==> config.mk <==
export PLATFORM = sky130hd
export DESIGN_NAME = cnn_frame_sequencer
export DESIGN_NICKNAME = d
export VERILOG_FILES = /design/src/rtl/cnn_frame_sequencer.sv
export SDC_FILE = /design/constraint.sdc
export NUM_CORES = 1
export LEC_CHECK = 0
export CAP_MARGIN = 20
export CORE_MARGIN = 5
export CORE_UTILIZATION = 40
export DETAILED_ROUTE_END_ITERATION = 10
export SLEW_MARGIN = 40
export SYNTH_ARGS = -nofsm -noshare
export SYNTH_HDL_FRONTEND = slang
export SYNTH_SLANG_ARGS = --single-unit
export TNS_END_PERCENT = 30
==> constraint.sdc <==
create_clock -name clk -period 5.69 [get_ports clk]
set_input_delay 0.8535 -clock clk [delete_from_list [all_inputs] [get_ports clk]]
set_output_delay 0.8535 -clock clk [all_outputs]
set_load 0.01 [all_outputs]
==> src/rtl/cnn_frame_sequencer.sv <==
`timescale 1ns/1ps
`default_nettype none
// ============================================================================
// Module      : cnn_frame_sequencer
// Description : Frame-level controller for the MNIST CNN pipeline. Admits one
//               28x28 image per frame, pulses a datapath clear between frames,
//               checks each layer's output count, runs a streaming argmax over
//               the fc class scores and flags stalled or malformed frames.
// Revision    : 1.0 - initial release
// ============================================================================
module cnn_frame_sequencer #(
    parameter int IMG_PIXELS  = 784,
    parameter int CONV1_OUTS  = 676,
    parameter int POOL1_OUTS  = 169,
    parameter int CONV2_OUTS  = 121,
    parameter int POOL2_OUTS  = 25,
    parameter int NUM_CLASSES = 10,
    parameter int SCORE_W     = 16,
    parameter int TIMEOUT     = 4096
) (
    input  logic               clk,
    input  logic               rst,
    input  logic               start,
    input  logic               src_valid,
    output logic               src_ready,
    output logic               pix_en,
    output logic               pipe_clear,
    input  logic               valid_out_conv1,
    input  logic               valid_out_maxpool1,
    input  logic               valid_out_conv2,
    input  logic               valid_out_maxpool2,
    input  logic               fc_valid,
    input  logic [SCORE_W-1:0] fc_score,
    output logic               busy,
    output logic [3:0]         prediction,
    output logic               valid_out,
    output logic               error
);

    // One counter width covers the pixel counter and every layer counter,
    // including the expected+1 saturation value.
    localparam int c_MAX_A = (IMG_PIXELS > CONV1_OUTS) ? IMG_PIXELS : CONV1_OUTS;
    localparam int c_MAX_B = (POOL1_OUTS > CONV2_OUTS) ? POOL1_OUTS : CONV2_OUTS;
    localparam int c_MAX_C = (c_MAX_A > c_MAX_B) ? c_MAX_A : c_MAX_B;
    localparam int c_MAX   = (c_MAX_C > POOL2_OUTS) ? c_MAX_C : POOL2_OUTS;
    localparam int c_CNT_W = $clog2(c_MAX + 2);
    localparam int c_WD_W  = $clog2(TIMEOUT + 1);
    localparam int c_FC_W  = 4;

    localparam logic [c_CNT_W-1:0] c_PIX_LAST  = c_CNT_W'(IMG_PIXELS - 1);
    localparam logic [c_CNT_W-1:0] c_CONV1_EXP = c_CNT_W'(CONV1_OUTS);
    localparam logic [c_CNT_W-1:0] c_POOL1_EXP = c_CNT_W'(POOL1_OUTS);
    localparam logic [c_CNT_W-1:0] c_CONV2_EXP = c_CNT_W'(CONV2_OUTS);
    localparam logic [c_CNT_W-1:0] c_POOL2_EXP = c_CNT_W'(POOL2_OUTS);
    localparam logic [c_WD_W-1:0]  c_TIMEOUT   = c_WD_W'(TIMEOUT);
    localparam logic [c_FC_W-1:0]  c_FC_LAST   = c_FC_W'(NUM_CLASSES - 1);

    typedef enum logic [2:0] {
        S_IDLE  = 3'd0,
        S_CLEAR = 3'd1,
        S_LOAD  = 3'd2,
        S_DRAIN = 3'd3,
        S_DONE  = 3'd4,
        S_ERROR = 3'd5
    } state_t;

    state_t                     r_state;
    state_t                     w_state_nxt;
    logic [c_CNT_W-1:0]         r_pix_cnt,   w_pix_nxt;
    logic [c_CNT_W-1:0]         r_conv1_cnt, w_conv1_nxt;
    logic [c_CNT_W-1:0]         r_pool1_cnt, w_pool1_nxt;
    logic [c_CNT_W-1:0]         r_conv2_cnt, w_conv2_nxt;
    logic [c_CNT_W-1:0]         r_pool2_cnt, w_pool2_nxt;
    logic [c_FC_W-1:0]          r_fc_cnt,    w_fc_nxt;
    logic [c_WD_W-1:0]          r_wd_cnt,    w_wd_nxt;
    logic signed [SCORE_W-1:0]  r_best_score, w_best_score_nxt;
    logic [3:0]                 r_best_idx,  w_best_idx_nxt;

    logic r_src_ready, r_pipe_clear, r_busy, r_valid_out, r_error;
    logic [3:0] r_prediction;

    logic w_fire, w_counting, w_any_strobe, w_match_cur, w_match_nxt;

    // Count a strobe unless the counter already sits one past its expected value.
    function automatic logic [c_CNT_W-1:0] f_sat_inc(
        input logic [c_CNT_W-1:0] cnt,
        input logic               strobe,
        input logic [c_CNT_W-1:0] expected
    );
        if (strobe && (cnt != expected + c_CNT_W'(1)))
            return cnt + c_CNT_W'(1);
        return cnt;
    endfunction

    assign w_fire       = src_valid & r_src_ready;
    assign pix_en       = w_fire;
    assign w_counting   = (r_state == S_LOAD) || (r_state == S_DRAIN);
    assign w_any_strobe = valid_out_conv1 | valid_out_maxpool1 | valid_out_conv2
                        | valid_out_maxpool2 | fc_valid;

    assign w_match_cur = (r_conv1_cnt == c_CONV1_EXP) && (r_pool1_cnt == c_POOL1_EXP)
                      && (r_conv2_cnt == c_CONV2_EXP) && (r_pool2_cnt == c_POOL2_EXP);
    assign w_match_nxt = (w_conv1_nxt == c_CONV1_EXP) && (w_pool1_nxt == c_POOL1_EXP)
                      && (w_conv2_nxt == c_CONV2_EXP) && (w_pool2_nxt == c_POOL2_EXP);

    // Next-state, counter, watchdog and argmax update logic.
    always_comb begin
        w_state_nxt      = r_state;
        w_pix_nxt        = r_pix_cnt;
        w_conv1_nxt      = r_conv1_cnt;
        w_pool1_nxt      = r_pool1_cnt;
        w_conv2_nxt      = r_conv2_cnt;
        w_pool2_nxt      = r_pool2_cnt;
        w_fc_nxt         = r_fc_cnt;
        w_wd_nxt         = r_wd_cnt;
        w_best_score_nxt = r_best_score;
        w_best_idx_nxt   = r_best_idx;

        case (r_state)
            S_IDLE: begin
                if (start)
                    w_state_nxt = S_CLEAR;
            end
            S_CLEAR: begin
                w_pix_nxt        = '0;
                w_conv1_nxt      = '0;
                w_pool1_nxt      = '0;
                w_conv2_nxt      = '0;
                w_pool2_nxt      = '0;
                w_fc_nxt         = '0;
                w_wd_nxt         = '0;
                w_best_score_nxt = '0;
                w_best_idx_nxt   = '0;
                w_state_nxt      = S_LOAD;
            end
            S_LOAD: begin
                if (w_fire) begin
                    w_pix_nxt = r_pix_cnt + c_CNT_W'(1);
                    if (r_pix_cnt == c_PIX_LAST)
                        w_state_nxt = S_DRAIN;
                end
            end
            S_DRAIN: begin
                w_wd_nxt = w_any_strobe ? '0 : r_wd_cnt + c_WD_W'(1);
                if (w_wd_nxt == c_TIMEOUT)
                    w_state_nxt = S_ERROR;
            end
            S_DONE: begin
                w_state_nxt = w_match_cur ? S_IDLE : S_ERROR;
            end
            S_ERROR: begin
                if (start)
                    w_state_nxt = S_CLEAR;
            end
            default: begin
                w_state_nxt = S_IDLE;
            end
        endcase

        if (w_counting) begin
            w_conv1_nxt = f_sat_inc(r_conv1_cnt, valid_out_conv1,    c_CONV1_EXP);
            w_pool1_nxt = f_sat_inc(r_pool1_cnt, valid_out_maxpool1, c_POOL1_EXP);
            w_conv2_nxt = f_sat_inc(r_conv2_cnt, valid_out_conv2,    c_CONV2_EXP);
            w_pool2_nxt = f_sat_inc(r_pool2_cnt, valid_out_maxpool2, c_POOL2_EXP);

            // Strict greater-than keeps the lowest index on ties; the last
            // score takes priority over a same-cycle watchdog expiry.
            if (fc_valid) begin
                if ((r_fc_cnt == '0) || ($signed(fc_score) > r_best_score)) begin
                    w_best_score_nxt = $signed(fc_score);
                    w_best_idx_nxt   = r_fc_cnt;
                end
                w_fc_nxt = r_fc_cnt + c_FC_W'(1);
                if (r_fc_cnt == c_FC_LAST)
                    w_state_nxt = S_DONE;
            end
        end
    end

    // State and datapath registers.
    always_ff @(posedge clk) begin
        if (rst) begin
            r_state      <= S_IDLE;
            r_pix_cnt    <= '0;
            r_conv1_cnt  <= '0;
            r_pool1_cnt  <= '0;
            r_conv2_cnt  <= '0;
            r_pool2_cnt  <= '0;
            r_fc_cnt     <= '0;
            r_wd_cnt     <= '0;
            r_best_score <= '0;
            r_best_idx   <= '0;
        end else begin
            r_state      <= w_state_nxt;
            r_pix_cnt    <= w_pix_nxt;
            r_conv1_cnt  <= w_conv1_nxt;
            r_pool1_cnt  <= w_pool1_nxt;
            r_conv2_cnt  <= w_conv2_nxt;
            r_pool2_cnt  <= w_pool2_nxt;
            r_fc_cnt     <= w_fc_nxt;
            r_wd_cnt     <= w_wd_nxt;
            r_best_score <= w_best_score_nxt;
            r_best_idx   <= w_best_idx_nxt;
        end
    end

    // Outputs are registered from the next state so they line up with it;
    // the prediction is committed on entry to DONE only for a clean frame.
    always_ff @(posedge clk) begin
        if (rst) begin
            r_src_ready  <= 1'b0;
            r_pipe_clear <= 1'b0;
            r_busy       <= 1'b0;
            r_error      <= 1'b0;
            r_valid_out  <= 1'b0;
            r_prediction <= '0;
        end else begin
            r_src_ready  <= (w_state_nxt == S_LOAD);
            r_pipe_clear <= (w_state_nxt == S_CLEAR);
            r_busy       <= (w_state_nxt != S_IDLE) && (w_state_nxt != S_ERROR);
            r_error      <= (w_state_nxt == S_ERROR);
            r_valid_out  <= (w_state_nxt == S_DONE) && w_match_nxt;
            if ((w_state_nxt == S_DONE) && w_match_nxt)
                r_prediction <= w_best_idx_nxt;
        end
    end

    assign src_ready  = r_src_ready;
    assign pipe_clear = r_pipe_clear;
    assign busy       = r_busy;
    assign error      = r_error;
    assign valid_out  = r_valid_out;
    assign prediction = r_prediction;

endmodule
`default_nettype wire

==> results.sh <==
export IMPL_grt_max_degree=74
export IMPL_clkPwrFrac=0.421
export IMPL_final_area_um2=6710
export IMPL_clock_sinks=99
export IMPL_grt_pass1_vias=5298
export IMPL_crit_chain="clkdlybuf4s50_1 > nand4_1 > nor3_1 > o21ai_0 > a21oi_1 > nand4_1 > or4_4 > nor4_4 > mux2_2"
export IMPL_portBuffers=34
export IMPL_cts_buffers=9
export IMPL_core_area_um2=14500
export IMPL_overflow=0
export IMPL_cts_root_buf="clkbuf_16"
export IMPL_crit_fanout=6
export IMPL_max_slew_worst_pin_slew_ns=0.831
export IMPL_critical_path_max_stage_delay_ns=0.64
export IMPL_dp_cells=929
export IMPL_grt_pass1_wl_um=26500
export IMPL_clk_pin_slew_ns=0.07
export IMPL_route_detailed_drc=0
export IMPL_synth_nets=796
export IMPL_reg2reg_slack_ns=2.02
export IMPL_routabilityCongestion=0.855
export IMPL_synthToLayoutAreaGrowth_pct=12.8
export IMPL_r2r_start="r_state[1]"
export IMPL_final_hold_viol_count=0
export IMPL_ys_seq_area_frac=0.333
export IMPL_hold_end="r_best_score[14]"
export IMPL_die_w_um=132
export IMPL_vias_per_cell=5.89
export IMPL_wl_um=15900
export IMPL_antenna_found_initial=0
export IMPL_tns_ns=0
export IMPL_setup_worst_path_start_class="primary input"
export IMPL_ys_ff_latch=99
export IMPL_syn_avg_cell_area_um2=8.05
export IMPL_clock_latency_ns=0.36
export IMPL_htree_levels=3
export IMPL_hold_path_class="flop to flop"
export IMPL_instances_no_fill=945
export IMPL_die_area_um2=17400
export IMPL_synthArstFlopShare=0
export IMPL_vdd_drop_max_uv=152
export IMPL_status="finished clean"
export IMPL_setup_viol=0
export IMPL_total_power_w=0.00151
export IMPL_postCtsSetupBuffers=0
export IMPL_synth_cell_type_count=77
export IMPL_p_per_area_nw_per_um2=225
export IMPL_fmax_mhz=265
export IMPL_synthCells=738
export IMPL_hp_start="r_best_score[14]"
export IMPL_maxSlewViolCount=0
export IMPL_slew_headroom=0.445
export IMPL_p_leak_nw=2.36
export IMPL_nets=814
export IMPL_ys_warn_count=0
export IMPL_worst_path_buf_inv=1
export IMPL_num_rows=44
export IMPL_vias=5563
export IMPL_intPower_w=0.00112
export IMPL_skew_ns=0.00993
export IMPL_synth_area_um2=5940
export IMPL_drive_gt1_frac=0.0762
export IMPL_r2r_end="prediction[3]"
export IMPL_first_pass_iters=5
export IMPL_seqPwrFrac=0.472
export IMPL_p_switching_w=0.000397
export IMPL_synthFlopType="dfxtp_1"
export IMPL_post_route_period_util=0.664
export IMPL_hold_ws_ns=0.482
export IMPL_ios=35
export IMPL_cpLargestDelayFamily="simple AND/OR/NAND/NOR gates"
export IMPL_rsz0062_at_grt="no"
export IMPL_pwr_share_comb=0.108
export IMPL_netSwitchingFraction=0.262
export IMPL_period_needed_ns=3.78
export IMPL_critPathKind="primary input to flop"
export IMPL_cpMaxStageDelayCell="clkdlybuf4s50_1"
export IMPL_final_antenna_net_count=0
export IMPL_cts_tree="built"
export IMPL_first_iter_violations=454
export IMPL_worstSetupEndpointType="flop"
export IMPL_whs_path_depth=1
export IMPL_timing_critical_path_mode_cell="nand4_1"
export IMPL_routedWlPerCell_um=16.8
export IMPL_ctsHoldBuffers=0
export IMPL_cp_required_ns=5.94
export IMPL_post_cts_resized=0
export IMPL_fp_dieH_um=132
export IMPL_maxCapViolCount=0
export IMPL_grt_use_total=0.183
export IMPL_critPathArrivalTime_ns=4.02
export IMPL_r2r_cells=8
export IMPL_diodes=0
export IMPL_initial_utilization=0.409
export IMPL_cts_max_path_buffers=2
export IMPL_synth_enable_flop_cells=0
export IMPL_dp_hpwl_um=11400
export IMPL_placed_area_um2=6400
## layer usage
| layer | share of wire | vias up | track usage |
|---|---|---|---|
| met4 | 0.018 | 0 | 0.0526 |
| met1 | 0.46 | 2615 | 0.240 |
| met5 | 0 | - | 0 |
| li1 | - | 2739 | - |
| met3 | 0.061 | 30 | 0.0439 |
| met2 | 0.46 | 179 | 0.300 |
## Yosys cell counts, types with 7 or more instances
cell type  instances  area share
nor4_1            12       0.013
xor2_1             9       0.013
a31oi_1           12       0.013
nor2_1            64       0.040
ha_1              33       0.069
nand4_1           27       0.028
and3_1            10       0.011
dfxtp_1           99        0.33
nand3_1           29       0.024
o21ai_0           26       0.022
or3_1             17       0.018
a22o_1             8       0.012
a211oi_1           7      0.0088
mux2_2             8       0.015
nor2b_1           17       0.018
clkbuf_1          23       0.015
nor3_1            26       0.022
inv_1             40       0.025
a21oi_1           53       0.045
nand2_1           74       0.047
and4_1             8       0.012
## sequential cells by signal, indices dropped and copies added, names as in the netlist, 3 cells and up
register      flops
prediction        4
r_best_idx        4
r_best_score     16
r_conv1_cnt      10
r_conv2_cnt      10
r_fc_cnt          4
r_pix_cnt        10
r_pool1_cnt      10
r_pool2_cnt      10
r_state           3
r_wd_cnt         13
## layout by cell type, fill, tap and decap left out, types with 8 or more instances in the layout
master,n
nor2_1,64
dfxtp_1,99
and4_1,8
clkdlybuf4s50_1,33
nor3_1,24
or3_1,17
xor2_1,9
a22o_1,8
inv_1,40
nand3_1,29
clkbuf_16,9
nand2_1,74
mux2_2,8
a31oi_1,12
a21oi_1,53
and3_1,10
nor4_1,11
ha_1,33
nand4_1,27
nor2b_1,17
o21ai_0,26
## kinds of logic (layout without fill, tap and decap cells)
logic type | after synthesis | count (layout) | share of synthesized area
buffers and inverters | 75 | 98 | 0.0556
and+or+nand+nor | 344 | 344 | 0.317
adders and majority gates | 33 | 33 | 0.0695
DFF | 99 | 99 | 0.333
xor gates and xnor gates | 13 | 13 | 0.0192
muxes | 13 | 13 | 0.0236
AOI/OAI and AO/OA | 161 | 161 | 0.182
## power groups by stage
stage / clock [W] / combinational, W / sequential, W
3_5_place_dp: 0 / 0.000162 / 0.000729
4_1_cts: 0.000653 / 0.000162 / 0.000712
2_1_floorplan: 0 / 0.000103 / 0.000724
5_1_grt: 0.000682 / 0.000179 / 0.000714
3_3_place_gp: 0 / 0.000159 / 0.000728
6_report: 0.000636 / 0.000163 / 0.000713
## worst max path at each step
stage	from	end	slack, ns	cells past startpoint
6_report	valid_out_maxpool2	prediction[3]	1.91	9
5_1_grt	valid_out_maxpool2	prediction[3]	1.73	9
4_1_cts	valid_out_maxpool2	prediction[3]	1.98	9
3_5_place_dp	valid_out_conv1	prediction[1]	1.60	8
3_3_place_gp	valid_out_conv1	prediction[2]	1.71	8
2_1_floorplan	valid_out_conv1	prediction[0]	2.49	7
## through the flow
| step | utilization | setup WS [ns] |
|---|---|---|
| after floorplan | - | 2.49 |
| after global placement | 0.440 | 1.71 |
| after detailed placement | 0.441 | 1.60 |
| after CTS | 0.461 | 1.98 |
| after global routing | 0.461 | 1.73 |
| final | 0.461 | 1.91 |
## final cells by class
type,instances,area [um^2]
Clock buffer,10,239
Inverter,41,154
Fill cell,1449,7830
Timing Repair Buffer,41,388
Clock inverter,6,65.1
Multi-Input combinational cell,564,3650
Sequential cell,99,1980
Tap cell,184,230
Note: power is estimated with default switching activity, not from simulation.
